$ cat config.mk
export PLATFORM = sky130hd
export DESIGN_NAME = down_count_tracker
export DESIGN_NICKNAME = d
export VERILOG_FILES = /design/src/rtl/down_count_tracker.sv
export SDC_FILE = /design/constraint.sdc
export NUM_CORES = 1
export LEC_CHECK = 0
export BUFFER_PORTS_ARGS = -buffer_cell sky130_fd_sc_hd__buf_4
export CAP_MARGIN = 20
export CORE_ASPECT_RATIO = 1.2
export CORE_MARGIN = 2
export CORE_UTILIZATION = 35
export DETAILED_ROUTE_END_ITERATION = 7
export PLACE_DENSITY = 0.64
export SKIP_CTS_REPAIR_TIMING = 1
export SYNTH_ARGS = -nofsm -noshare
export SYNTH_HDL_FRONTEND = slang
export SYNTH_SLANG_ARGS = --single-unit
$ cat constraint.sdc
create_clock -name clk -period 2.55 [get_ports clk]
set_clock_uncertainty 0.1 [all_clocks]
set_input_delay 0.3825 -clock clk [delete_from_list [all_inputs] [get_ports clk]]
set_output_delay 0.3825 -clock clk [all_outputs]
set_load 0.01 [all_outputs]
$ cat src/rtl/down_count_tracker.sv
// Watches a 4-bit down counter, counts wraps (0 -> F) and queues WRAP (and optional JUMP) events in a small FIFO.
// Optional feature: define DCT_JUMP_EVENT_EN to also push JUMP events (type 2'b10).
module down_count_tracker #(
  parameter int DEPTH  = 4,  // legal values: 2, 4, 8
  parameter int WRAP_W = 8
) (
  input  logic                clk,
  input  logic                reset,
  input  logic [3:0]          cnt_in,
  input  logic                clr,
  output logic                ev_valid,
  input  logic                ev_ready,
  output logic [WRAP_W+5:0]   ev_data,
  output logic [WRAP_W-1:0]   wrap_cnt,
  output logic                ovf,
  output logic                dbg_state
);

  localparam int PW = $clog2(DEPTH);
  localparam int EW = WRAP_W + 6;
  localparam logic [PW:0] FULL_CNT = (PW+1)'(DEPTH);
  localparam logic [1:0]  TYPE_WRAP = 2'b01;
  localparam logic [1:0]  TYPE_JUMP = 2'b10;

  typedef enum logic {
    SYNC  = 1'b0,
    TRACK = 1'b1
  } state_t;

  state_t            state_q, state_d;
  logic [3:0]        prev_q, prev_d;
  logic [WRAP_W-1:0] wrap_q, wrap_d;
  logic              ovf_q, ovf_d;
  logic [EW-1:0]     mem_q [DEPTH];
  logic [PW-1:0]     rd_ptr_q, rd_ptr_d;
  logic [PW-1:0]     wr_ptr_q, wr_ptr_d;
  logic [PW:0]       count_q, count_d;

  logic              is_wrap;
  logic              push;
  logic [1:0]        ev_type;
  logic [EW-1:0]     ev_word;
  logic              pop;
  logic              full;
  logic              push_acc;
  logic              drop;

  // Handshake: the head entry is presented while ev_valid=1 and is consumed on a
  // rising edge with ev_valid && ev_ready; ev_ready is ignored while empty.
  assign ev_valid  = (count_q != '0);
  assign ev_data   = ev_valid ? mem_q[rd_ptr_q] : '0;
  assign wrap_cnt  = wrap_q;
  assign ovf       = ovf_q;
  assign dbg_state = state_q;

  always_comb begin
    state_d = state_q;
    prev_d  = prev_q;
    is_wrap = 1'b0;
    push    = 1'b0;
    ev_type = TYPE_WRAP;
    case (state_q)
      SYNC: begin
        prev_d  = cnt_in;
        state_d = TRACK;
      end
      TRACK: begin
        prev_d = cnt_in;
        if (cnt_in == prev_q) begin
          push = 1'b0;
        end else if ((prev_q != 4'h0) && (cnt_in == prev_q - 4'd1)) begin
          push = 1'b0;
        end else if ((prev_q == 4'h0) && (cnt_in == 4'hF)) begin
          is_wrap = 1'b1;
          push    = 1'b1;
          ev_type = TYPE_WRAP;
        end else begin
`ifdef DCT_JUMP_EVENT_EN
          push    = 1'b1;
          ev_type = TYPE_JUMP;
`else
          push    = 1'b0;
`endif
        end
      end
      default: state_d = SYNC;
    endcase
  end

  // clr wins over a same-cycle wrap, and the pushed event carries the cleared value.
  always_comb begin
    wrap_d = wrap_q;
    if (clr) begin
      wrap_d = '0;
    end else if (is_wrap) begin
      wrap_d = wrap_q + WRAP_W'(1);
    end
  end

  assign ev_word  = {ev_type, wrap_d, cnt_in};
  assign pop      = ev_valid && ev_ready;
  assign full     = (count_q == FULL_CNT);
  assign push_acc = push && (!full || pop);
  assign drop     = push && full && !pop;

  always_comb begin
    ovf_d    = clr ? 1'b0 : (ovf_q | drop);
    rd_ptr_d = rd_ptr_q;
    wr_ptr_d = wr_ptr_q;
    count_d  = count_q;
    if (pop) begin
      rd_ptr_d = rd_ptr_q + PW'(1);
    end
    if (push_acc) begin
      wr_ptr_d = wr_ptr_q + PW'(1);
    end
    if (push_acc && !pop) begin
      count_d = count_q + (PW+1)'(1);
    end else if (!push_acc && pop) begin
      count_d = count_q - (PW+1)'(1);
    end
  end

  always_ff @(posedge clk or negedge reset) begin
    if (!reset) begin
      state_q  <= SYNC;
      prev_q   <= 4'h0;
      wrap_q   <= '0;
      ovf_q    <= 1'b0;
      rd_ptr_q <= '0;
      wr_ptr_q <= '0;
      count_q  <= '0;
    end else begin
      state_q  <= state_d;
      prev_q   <= prev_d;
      wrap_q   <= wrap_d;
      ovf_q    <= ovf_d;
      rd_ptr_q <= rd_ptr_d;
      wr_ptr_q <= wr_ptr_d;
      count_q  <= count_d;
    end
  end

  always_ff @(posedge clk or negedge reset) begin
    if (!reset) begin
      for (int i = 0; i < DEPTH; i++) begin
        mem_q[i] <= '0;
      end
    end else if (push_acc) begin
      mem_q[wr_ptr_q] <= ev_word;
    end
  end

endmodule

# Word level (Yosys, flattened, before mapping)
# Index checks and enable logic that the tools add are counted.
# totals
mem_bits_ro,0
inputBits,8
mem_bits_rw,0
reg_bits,77
latch_bits,0
memories,0
# classes
n_shift,0
muxes,16
reduce_logical,17
n_eq_ne,4
n_bitwise,3
n_lt_le_gt_ge,3
n_addsub,6
multipliers,0
div,0
# ops
cell,count
bitwise mux 56 bit,1
2-to-1 mux 14 bit,4
binary-select mux 14 bit (select 2 bit),1
demux 14 bit (select 2 bit),1
2-to-1 mux 8 bit,2
logical AND 1 bit,9
adder 8 x 1 -> 8 bit (second input constant),1
== test 4 bit,2
greater-or-equal comparator 3 bit (second input constant),2
2-to-1 mux 3 bit,2
NOT 2 -> 3 bit,2
2-to-1 mux 1 bit,5
adder 2 x 1 -> 2 bit (second input constant),2
== test 4 bit (second input constant),1
zero test 4 bit,1
nonzero test 4 bit,1
subtractor 4 x 1 -> 4 bit (second input constant),1
adder 3 x 1 -> 3 bit (second input constant),1
== test 3 bit (second input constant),1
zero test 1 bit,3
less-than comparator 3 x 1 -> 1 bit (second input constant),1
nonzero test 3 bit,1
subtractor 3 x 1 -> 3 bit (second input constant),1
nonzero test 2 bit,1
other kinds (2),2

# Depth between registers and ports, before layout
# Gate-level depths: netlist (run 1).
# logic_depth
ltp_word,11
ltp_mapped,9

# Worst setup path before layout (run 1)
# Ideal clock, no wire load.
# synth_timing
path_kind,reg-to-reg
start,register prev_q[0]
end,register count_q[2]
path_slack_ps,-101
required_ps,2371
arrival_time_ps,2471
stages_incl_launch_ff,10
setup_ps,79
path_buffers,1
path_cell_list,dfrtp_1 or3_4 buf_6 nor4_4 ha_1 inv_1 fa_1 xor2_1 nor2_1 xor2_1
# synth_between
elab_chain_cells,10
word_cells_on_any_way,17
# synth_rtl
item,line,source
start: declaration,31,"logic [3:0] prev_q, prev_d;"
start signal: assignment,135,prev_q <= prev_d;
subtractor 4 x 1 -> 4 bit or zero test 4 bit (tied branches),"71, 73",
== test 4 bit or logical AND 1 bit (tied branches),"71, 73",
logical AND 1 bit or 2-to-1 mux 1 bit (tied branches),"71, 73",
2-to-1 mux 1 bit,71,end else if ((prev_q != 4'h0) && (cnt_in == prev_q - 4'd1)) begin
2-to-1 mux 1 bit (*),69,if (cnt_in == prev_q) begin
2-to-1 mux 1 bit (*),62,case (state_q)
logical AND 1 bit (*),103,assign push_acc = push && (!full || pop);
named net push_acc,45,logic push_acc;
zero test 1 bit,119,end else if (!push_acc && pop) begin
logical AND 1 bit,119,
nonzero test 2 bit (no source line),-,
end signal: assignment,140,count_q <= count_d;
end: declaration,37,"logic [PW:0] count_q, count_d;"
# Mark *: on every way through the listed nets, which the timed path passes. The rest lies on a longest branch.
# A chain may end at the register's enable or synchronous reset.

# Final worst setup path (run 1)
# Same ends and word-level chain as after synthesis.

==> flow_summary.json, run 1 <==
{
  "outcome": "finished, final reports clean",
  "postSynthAreaPerCell_um2": 12.2,
  "cap_violations": 0,
  "grt_overflow": 0,
  "grtUsageTotal": 0.141,
  "synth_seq_cells": 73,
  "dp_hpwl_um": 4430,
  "slew_headroom": 0.397,
  "areaGrowthSynthToFinish_pct": 19.5,
  "vias": 2146,
  "port_buffers": 31,
  "gp_congestion": 0.725,
  "finalSetupViolCount": 0,
  "layout_commonest_cell": "dfrtp_1",
  "grt_max_degree": 74,
  "worstPathRequired_ns": 2.73,
  "rsz0062_at_grt": "false",
  "crit_cells": 9,
  "antenna_found_initial": 0,
  "drt-initial-drc-count": 118,
  "dieArea_um2": 10300,
  "dp.cells": 422,
  "synth_nets": 287,
  "ys_warn_count": 0,
  "period_needed_ns": 2.42,
  "grt_pass1_wl_um": 11300,
  "drcViolationCount": 0,
  "drt_pass1_iterations": 6,
  "clk_latency_ns": 0.35,
  "critPathBufInv": 2,
  "cts_buffers": 9,
  "cp-endpoint": "count_q[2]$_DFFE_PN0P_",
  "finalCritPeriodShare": 0.950,
  "met3_usage": 0.0348,
  "die_h_um": 111,
  "critical_path_class": "reg -> reg",
  "met1_usage": 0.192,
  "grt_pass1_vias": 2194,
  "ir_drop_v": 0.000401,
  "leakage_nw": 1.99,
  "reg2reg_depth": 9,
  "rows": 38,
  "clockBufferDepth": 2,
  "num_antenna_cells": 0,
  "cts_tree": "done",
  "report.final.slew_viol_count": 0,
  "synth.largest_area_cell": "dfrtp_1",
  "cp_max_fo": 6,
  "fin_nets": 334,
  "clock_sinks": 73,
  "syn_inst": 272,
  "regToRegStartpoint": "prev_q[0]$_DFF_PN0_",
  "stdcell_count": 444,
  "initial_core_util": 0.363,
  "cp-start-kind": "register",
  "power_density_nw_per_um2": 695,
  "path_common_cell": "xor2_1",
  "antenna_left": 0,
  "clk_pin_slew_ns": 0.08,
  "synthDistinctLibCells": 38,
  "via_per_inst": 4.83,
  "final_area_um2": 3970,
  "rrSetupSlack_ns": 0.13,
  "synth_seq_area_share": 0.551,
  "finalSetupTns_ns": 0,
  "ios": 33,
  "grt.busiest_layer": "met2",
  "nFillCells": 884,
  "gr-usage-met2": 0.218,
  "crit_family": "simple AND/OR/NAND/NOR gates",
  "netlist.area_leader.share": 0.551,
  "hold_viol_final": 0,
  "layout_common_cells": "72 x dfrtp_1, 49 x buf_4, 34 x nand2_1",
  "worstPathCellList": "or3_4 > nor4_4 > buf_4 > ha_1 > inv_1 > fa_1 > xor2_1 > nor2_1 > xor2_1",
  "routed_wl_um": 6650,
  "drive_gt1_frac": 0.290,
  "final_core_util": 0.434,
  "post_drt_wl_per_cell_um": 15.0,
  "critPathMaxStageDelay_ns": 0.41,
  "crit_path_start": "prev_q[0]$_DFF_PN0_",
  "finalPower_mw": 2.76,
  "ctsHtreeMaxLevel": 3,
  "critPathSlowestCell": "or3_4",
  "syn_area_um2": 3320,
  "coreArea_um2": 9130,
  "clockRootBuffer": "clkbuf_8",
  "die_x_um": 92.9,
  "max_freq_mhz": 413,
  "r2r_end": "count_q[2]$_DFFE_PN0P_",
  "endpoint_kind": "register",
  "worst_pin_slew_ns": 0.905,
  "ys_top_cells_by_area": "dfrtp_1 55%, mux4_2 8.8%, o21ai_1 4.1%",
  "place_area_um2": 3710,
  "holdCritPathClass": "in -> reg",
  "crit_arrival_ns": 2.60
}
## where the power goes
group | internal, mW | switching [mW]
clock | 0.480 | 0.460
sequential | 1.22 | 0.0807
combinational | 0.281 | 0.237
total | 1.98 | 0.778
## state kept, by name, indices dropped and copies added, names as in the netlist
name	count
dbg_state	1
wr_ptr_q	2
prev_q	4
wrap_cnt	8
count_q	3
ovf	1
mem_q	52
rd_ptr_q	2
## stage by stage
step	worst slack, ns	hold WS, ns
3_5_place_dp	-0.217	0.345
6_report	0.128	0.0491
4_1_cts	-0.196	0.0377
3_3_place_gp	-0.162	0.342
5_1_grt	0.00203	0.0309
2_1_floorplan	-0.101	-0.0131
## worst register-to-register path: cells and delay by family, from the launching register on
kind | cells | cell delay, ns
XOR/XNOR | 2 | 0.30
adder cells (fa/ha/maj) | 2 | 0.56
AND/OR/NAND/NOR | 3 | 0.79
flip-flops | 1 | 0.38
buffers and inverters | 2 | 0.24
## worst min path at each step
stage / from / to / slack, ns / depth (start not counted)
after floorplan: reset / count_q[0]$_DFFE_PN0P_ / -0.01 / 0
after global placement: mem_q[26]$_DFFE_PN0P_ / mem_q[26]$_DFFE_PN0P_ / 0.34 / 1
after detailed placement: mem_q[16]$_DFFE_PN0P_ / mem_q[16]$_DFFE_PN0P_ / 0.34 / 1
after CTS: cnt_in[2] / prev_q[2]$_DFF_PN0_ / 0.04 / 1
after global routing: cnt_in[2] / prev_q[2]$_DFF_PN0_ / 0.03 / 1
final: cnt_in[2] / prev_q[2]$_DFF_PN0_ / 0.05 / 1
## kinds of logic (layout without fill, tap and decap cells)
family,count (synthesis),after routing,share of synthesized area
other cells,2,2,0.00226
simple gates,105,105,0.192
fa+ha+maj,7,7,0.0287
xor+xnor,12,12,0.0317
mux,15,15,0.0947
flops,73,73,0.551
buf+inv,23,75,0.0392
compound gates,35,35,0.0607
## metal layers
metal	share of wire	wire (um)
met1	0.46	3060
met4	0.018	121
met5	0	0
met3	0.037	243
met2	0.49	3230
## synth_stat cells
| cell | count |
|---|---|
| dfrtp_1 | 73 |
| nand2_1 | 34 |
| o21ai_1 | 27 |
| or2b_1 | 15 |
| and2_1 | 13 |
| mux4_2 | 13 |
| nand2b_1 | 11 |
| inv_1 | 9 |
| xor2_1 | 8 |
| clkbuf_1 | 6 |
| ha_1 | 6 |
| nor2_1 | 6 |
| buf_6 | 5 |
| nand2_4 | 4 |
| xnor2_1 | 4 |
| nand3_1 | 3 |
| nand4_1 | 3 |
| nand4b_1 | 3 |
| nor4_1 | 3 |
| o21ai_2 | 3 |
| a21oi_1 | 2 |
| buf_2 | 2 |
| conb_1 | 2 |
| nor4b_1 | 2 |
| o31ai_2 | 2 |
| and3_1 | 1 |
| buf_4 | 1 |
| fa_1 | 1 |
| mux2_2 | 1 |
| mux2i_1 | 1 |
| nor3_2 | 1 |
| nor3b_1 | 1 |
| nor4_4 | 1 |
| o21ai_0 | 1 |
| or3_1 | 1 |
| or3_4 | 1 |
| or4b_1 | 1 |
| or4b_2 | 1 |
## area by class of cell
| cell class | count | area [um^2] | area share |
|---|---|---|---|
| Multi-Input combinational cell | 176 | 1360 | 0.343 |
| Clock inverter | 6 | 67.6 | 0.0170 |
| Clock buffer | 10 | 138 | 0.0347 |
| Tap cell | 120 | 150 | 0.0379 |
| Timing Repair Buffer | 50 | 388 | 0.0978 |
| Sequential cell | 73 | 1830 | 0.461 |
| Inverter | 9 | 33.8 | 0.00852 |
No activity file was read; power rests on OpenSTA's default activity.
==> inputs of run 2 (changes only) <==
Settings changed: HOLD_SLACK_MARGIN set to 0.1.
==> run 2 against run 1 <==
Sequential cell count is the same. Sequential power is essentially flat. Combinational power grew 1%. Maximum frequency is essentially flat. Count of clock-buffer cells in the layout is the same. Worst setup slack lost 0.0011 ns. Final cell count grew 0.90%. Non-clock buffer count grew 4. Die area is the same. Critical path type unchanged. Largest cell class unchanged.
==> flow_summary.json, run 2 (synthesis results as in run 1) <==
{
  "cap_violations": 0,
  "largest_reg_flops": 52,
  "worst_pin_slew_ns": 0.906,
  "ios": 33,
  "drt-initial-drc-count": 123,
  "vias": 2174,
  "coreArea_um2": 9130,
  "grt_pass1_wl_um": 11300,
  "endpoint_kind": "register",
  "seq_area_um2": 1830,
  "areaGrowthSynthToFinish_pct": 20.7,
  "clock_sinks": 73,
  "antenna_left": 0,
  "crit_arrival_ns": 2.60,
  "outcome": "finished, final reports clean",
  "drive_gt1_frac": 0.287,
  "antenna_found_initial": 0,
  "critical_path_class": "reg -> reg",
  "drt_pass1_iterations": 6,
  "holdCritPathClass": "in -> async",
  "clk_pin_slew_ns": 0.09,
  "fin_nets": 338,
  "grtUsageTotal": 0.141,
  "die_x_um": 92.9,
  "layout_commonest_cell": "dfrtp_1",
  "clockRootBuffer": "clkbuf_8",
  "finalPower_mw": 2.76,
  "period_needed_ns": 2.42,
  "die_h_um": 111,
  "routed_wl_um": 6660,
  "initial_core_util": 0.363,
  "fin_hold_ws_ns": 0.0538,
  "dieArea_um2": 10300,
  "grt_max_degree": 74,
  "multiInputGateArea_um2": 1360,
  "grt_pass1_vias": 2194,
  "finalSetupViolCount": 0,
  "max_freq_mhz": 413,
  "port_buffers": 31,
  "nFillCells": 882,
  "cts_buffers": 9,
  "post_drt_wl_per_cell_um": 14.9,
  "finalCritPeriodShare": 0.950,
  "power_density_nw_per_um2": 689,
  "leakage_nw": 2.01,
  "clk_latency_ns": 0.35,
  "cp-start-kind": "register",
  "ir_drop_v": 0.000401,
  "grt_overflow": 0,
  "via_per_inst": 4.85,
  "report.final.slew_viol_count": 0,
  "layout_common_cells": "72 x dfrtp_1, 49 x buf_4, 34 x nand2_1",
  "clockBufferDepth": 2,
  "rsz0062_at_grt": "false",
  "cp_max_fo": 6,
  "dp_hpwl_um": 4430,
  "largest_register": "mem_q",
  "ctsHtreeMaxLevel": 3,
  "hold_viol_final": 0,
  "cts_tree": "done",
  "gp_congestion": 0.725,
  "num_antenna_cells": 0,
  "drcViolationCount": 0,
  "worstPathRequired_ns": 2.73,
  "slew_headroom": 0.396,
  "rows": 38
}
[run 2: changes by cell type in the layout (fill, tap and decap cells not counted)]
cell           previous run  this run
dlygate4sd3_1             0         4
[run 2: path summary, 6_finish.rpt]
path	startpoint	endpoint	slack, ns	cells past startpoint
min in group clk	clr	ovf$_DFF_PN0_	0.22	2
setup / recovery	prev_q[0]$_DFF_PN0_	count_q[2]$_DFFE_PN0P_	0.13	9
hold reg to reg	mem_q[16]$_DFFE_PN0P_	mem_q[16]$_DFFE_PN0P_	0.36	1
setup reg to reg	prev_q[0]$_DFF_PN0_	count_q[2]$_DFFE_PN0P_	0.13	9
max in group asynchronous	reset	rd_ptr_q[0]$_DFFE_PN0N_	1.67	1
hold / removal	reset	mem_q[0]$_DFFE_PN0P_	0.05	1
[run 2: worst max-delay path, cell delays in order (launching register included)]
cell,delay [ns]
dfrtp_1,0.38
or3_4,0.41
nor4_4,0.27
buf_4,0.18
ha_1,0.18
inv_1,0.06
fa_1,0.38
xor2_1,0.15
nor2_1,0.11
xor2_1,0.15
[run 2: per-layer routing]
metal | vias to the layer above | share of wire | global-route usage
met1 | 1091 | 0.45 | 0.192
met5 | - | 0 | 0
met4 | 0 | 0.017 | 0.0549
li1 | 1025 | - | -
met3 | 11 | 0.040 | 0.0348
met2 | 47 | 0.49 | 0.218
[run 2: cell type report]
class,count,share of cell area
clock buffer,10,0.0344
clock inverter,6,0.0169
inverter,9,0.00843
multi-input combinational,176,0.340
sequential,73,0.456
tap,120,0.0375
timing repair buffer,54,0.107
[run 2: where the power goes]
group | internal (mW) | switching [mW]
Combinational | 0.285 | 0.238
Sequential | 1.22 | 0.0810
Clock | 0.480 | 0.458
Total | 1.98 | 0.777
[run 2: per-stage QoR]
step | setup slack (ns) | utilization | instance area, um^2 | setup TNS, ns | cells
finish | 0.127 | 0.439 | 4010 | 0 | 448
global route | 0.00203 | 0.439 | 4010 | 0 | 448
CTS | -0.196 | 0.429 | 3920 | -0.353 | 438
detailed placement | -0.217 | 0.407 | 3710 | -0.395 | 422
global placement | -0.162 | 0.407 | 3710 | -0.285 | 422
floorplan | -0.101 | - | 3320 | -0.168 | 272
==> inputs of run 3 (changes only) <==
Settings changed: BUFFER_PORTS_ARGS -buffer_cell sky130_fd_sc_hd__buf_4 to -buffer_cell sky130_fd_sc_hd__buf_2, PLACE_DENSITY 0.64 to 0.62.
Clock period 2.55 ns to 2.4 ns, I/O delays scaled along.
==> run 3 against run 2 <==
Cell area decreased by 2.2%. Power increased by 7.2%. Via count decreased by 2.3%. Register-to-register slack improved by 0.03 ns. Final cell count decreased by 1.1%. Sequential cell count unchanged. Highest routed layer unchanged.
==> flow_summary.json, run 3 (synthesis results as in run 1) <==
{
  "outcome": "finished, final reports clean",
  "clockRootBuffer": "clkbuf_8",
  "holdCritPathClass": "in -> reg",
  "initial_core_util": 0.363,
  "dieArea_um2": 10300,
  "fin_nets": 333,
  "die_h_um": 111,
  "dp_hpwl_um": 4350,
  "endpoint_kind": "output port",
  "via_per_inst": 4.80,
  "cap_violations": 0,
  "antenna_left": 0,
  "worstPathRequired_ns": 1.94,
  "hold_viol_final": 0,
  "layout_commonest_cell": "dfrtp_1",
  "largest_register": "mem_q",
  "nFillCells": 926,
  "coreArea_um2": 9130,
  "port_buffers": 31,
  "rows": 38,
  "worstPathCellList": "buf_4 > mux4_2 > and2_1 > buf_2",
  "leakage_nw": 1.98,
  "crit_arrival_ns": 1.78,
  "die_x_um": 92.9,
  "critical_path_class": "reg -> out",
  "report.final.slew_viol_count": 0,
  "areaGrowthSynthToFinish_pct": 18.1,
  "final_area_um2": 3920,
  "grt_pass1_wl_um": 11600,
  "grt_max_degree": 74,
  "drt_pass1_iterations": 4,
  "crit_family": "multiplexers",
  "layout_common_cells": "72 x dfrtp_1, 34 x nand2_1, 31 x buf_2",
  "multiInputGateArea_um2": 1360,
  "drive_gt1_frac": 0.276,
  "clk_latency_ns": 0.34,
  "grt_overflow": 0,
  "max_freq_mhz": 446,
  "critPathBufInv": 2,
  "power_density_nw_per_um2": 755,
  "critPathSlowestCell": "mux4_2",
  "cts_buffers": 9,
  "place_area_um2": 3640,
  "period_needed_ns": 2.24,
  "ctsHtreeMaxLevel": 3,
  "clk_pin_slew_ns": 0.08,
  "cp-start-kind": "register",
  "critPathMaxStageDelay_ns": 0.55,
  "grt_pass1_vias": 2262,
  "routed_wl_um": 6680,
  "drcViolationCount": 0,
  "num_antenna_cells": 0,
  "finalSetupTns_ns": 0,
  "ir_drop_v": 0.000307,
  "fin_hold_ws_ns": 0.211,
  "grtUsageTotal": 0.145,
  "seq_area_um2": 1830,
  "vias": 2125,
  "cp_max_fo": 10,
  "post_drt_wl_per_cell_um": 15.1,
  "clock_sinks": 73,
  "finalCritPeriodShare": 0.935,
  "drt-initial-drc-count": 145,
  "finalSetupViolCount": 0,
  "gp_congestion": 0.735,
  "cts_tree": "done",
  "clockBufferDepth": 2,
  "antenna_found_initial": 0,
  "ios": 33,
  "largest_reg_flops": 52
}
-- run 3: routing by layer --
layer | share of wire | GRT usage
met1 | 0.47 | 0.199
met2 | 0.47 | 0.223
met3 | 0.047 | 0.0348
met4 | 0.015 | 0.0500
met5 | 0 | 0
-- run 3: area by class of cell --
cell class / count / share of cell area
clock buffers: 9 / 0.0316
clock inverters: 7 / 0.0262
inverters: 9 / 0.00863
multi-input cells: 176 / 0.348
flip-flops and latches: 73 / 0.467
well taps: 120 / 0.0383
repair buffers: 49 / 0.0805
-- run 3: worst paths after layout --
check	from	endpoint	slack (ns)	cells after the start
max	rd_ptr_q[0]$_DFFE_PN0N_	ev_data[10]	0.16	4
min	ev_ready	rd_ptr_q[1]$_DFFE_PN0N_	0.21	3
max reg2reg	count_q[2]$_DFFE_PN0P_	count_q[2]$_DFFE_PN0P_	0.16	9
min reg2reg	mem_q[14]$_DFFE_PN0P_	mem_q[14]$_DFFE_PN0P_	0.37	1
max in group asynchronous	reset	mem_q[51]$_DFFE_PN0P_	1.42	3
min in group asynchronous	reset	ovf$_DFF_PN0_	0.46	3
-- run 3: worst reg2reg max path, cell delays in order (launching register included) --
cell and delay [ns]:
dfrtp_1 0.41, nor4b_1 0.15, buf_4 0.14, nor4_4 0.29, ha_2 0.23, inv_1 0.05, fa_1 0.37, xor2_1 0.15
nor2_1 0.11, xor2_1 0.16
-- run 3: through the flow --
step,worst slack (ns),instances,utilization,total power [mW]
2_1_floorplan,-0.251,272,-,1.71
3_3_place_gp,0.186,422,0.398,1.87
3_5_place_dp,0.183,422,0.398,1.90
4_1_cts,0.120,438,0.423,2.99
5_1_grt,-0.00232,443,0.429,3.12
6_report,0.156,443,0.429,2.96
-- run 3: report_power, final --
group | total [mW] | leakage, nW | internal, mW | switching, mW
Sequential | 1.35 | 0.985 | 1.29 | 0.0540
Combinational | 0.517 | 0.889 | 0.243 | 0.274
Clock | 1.09 | 0.110 | 0.596 | 0.498
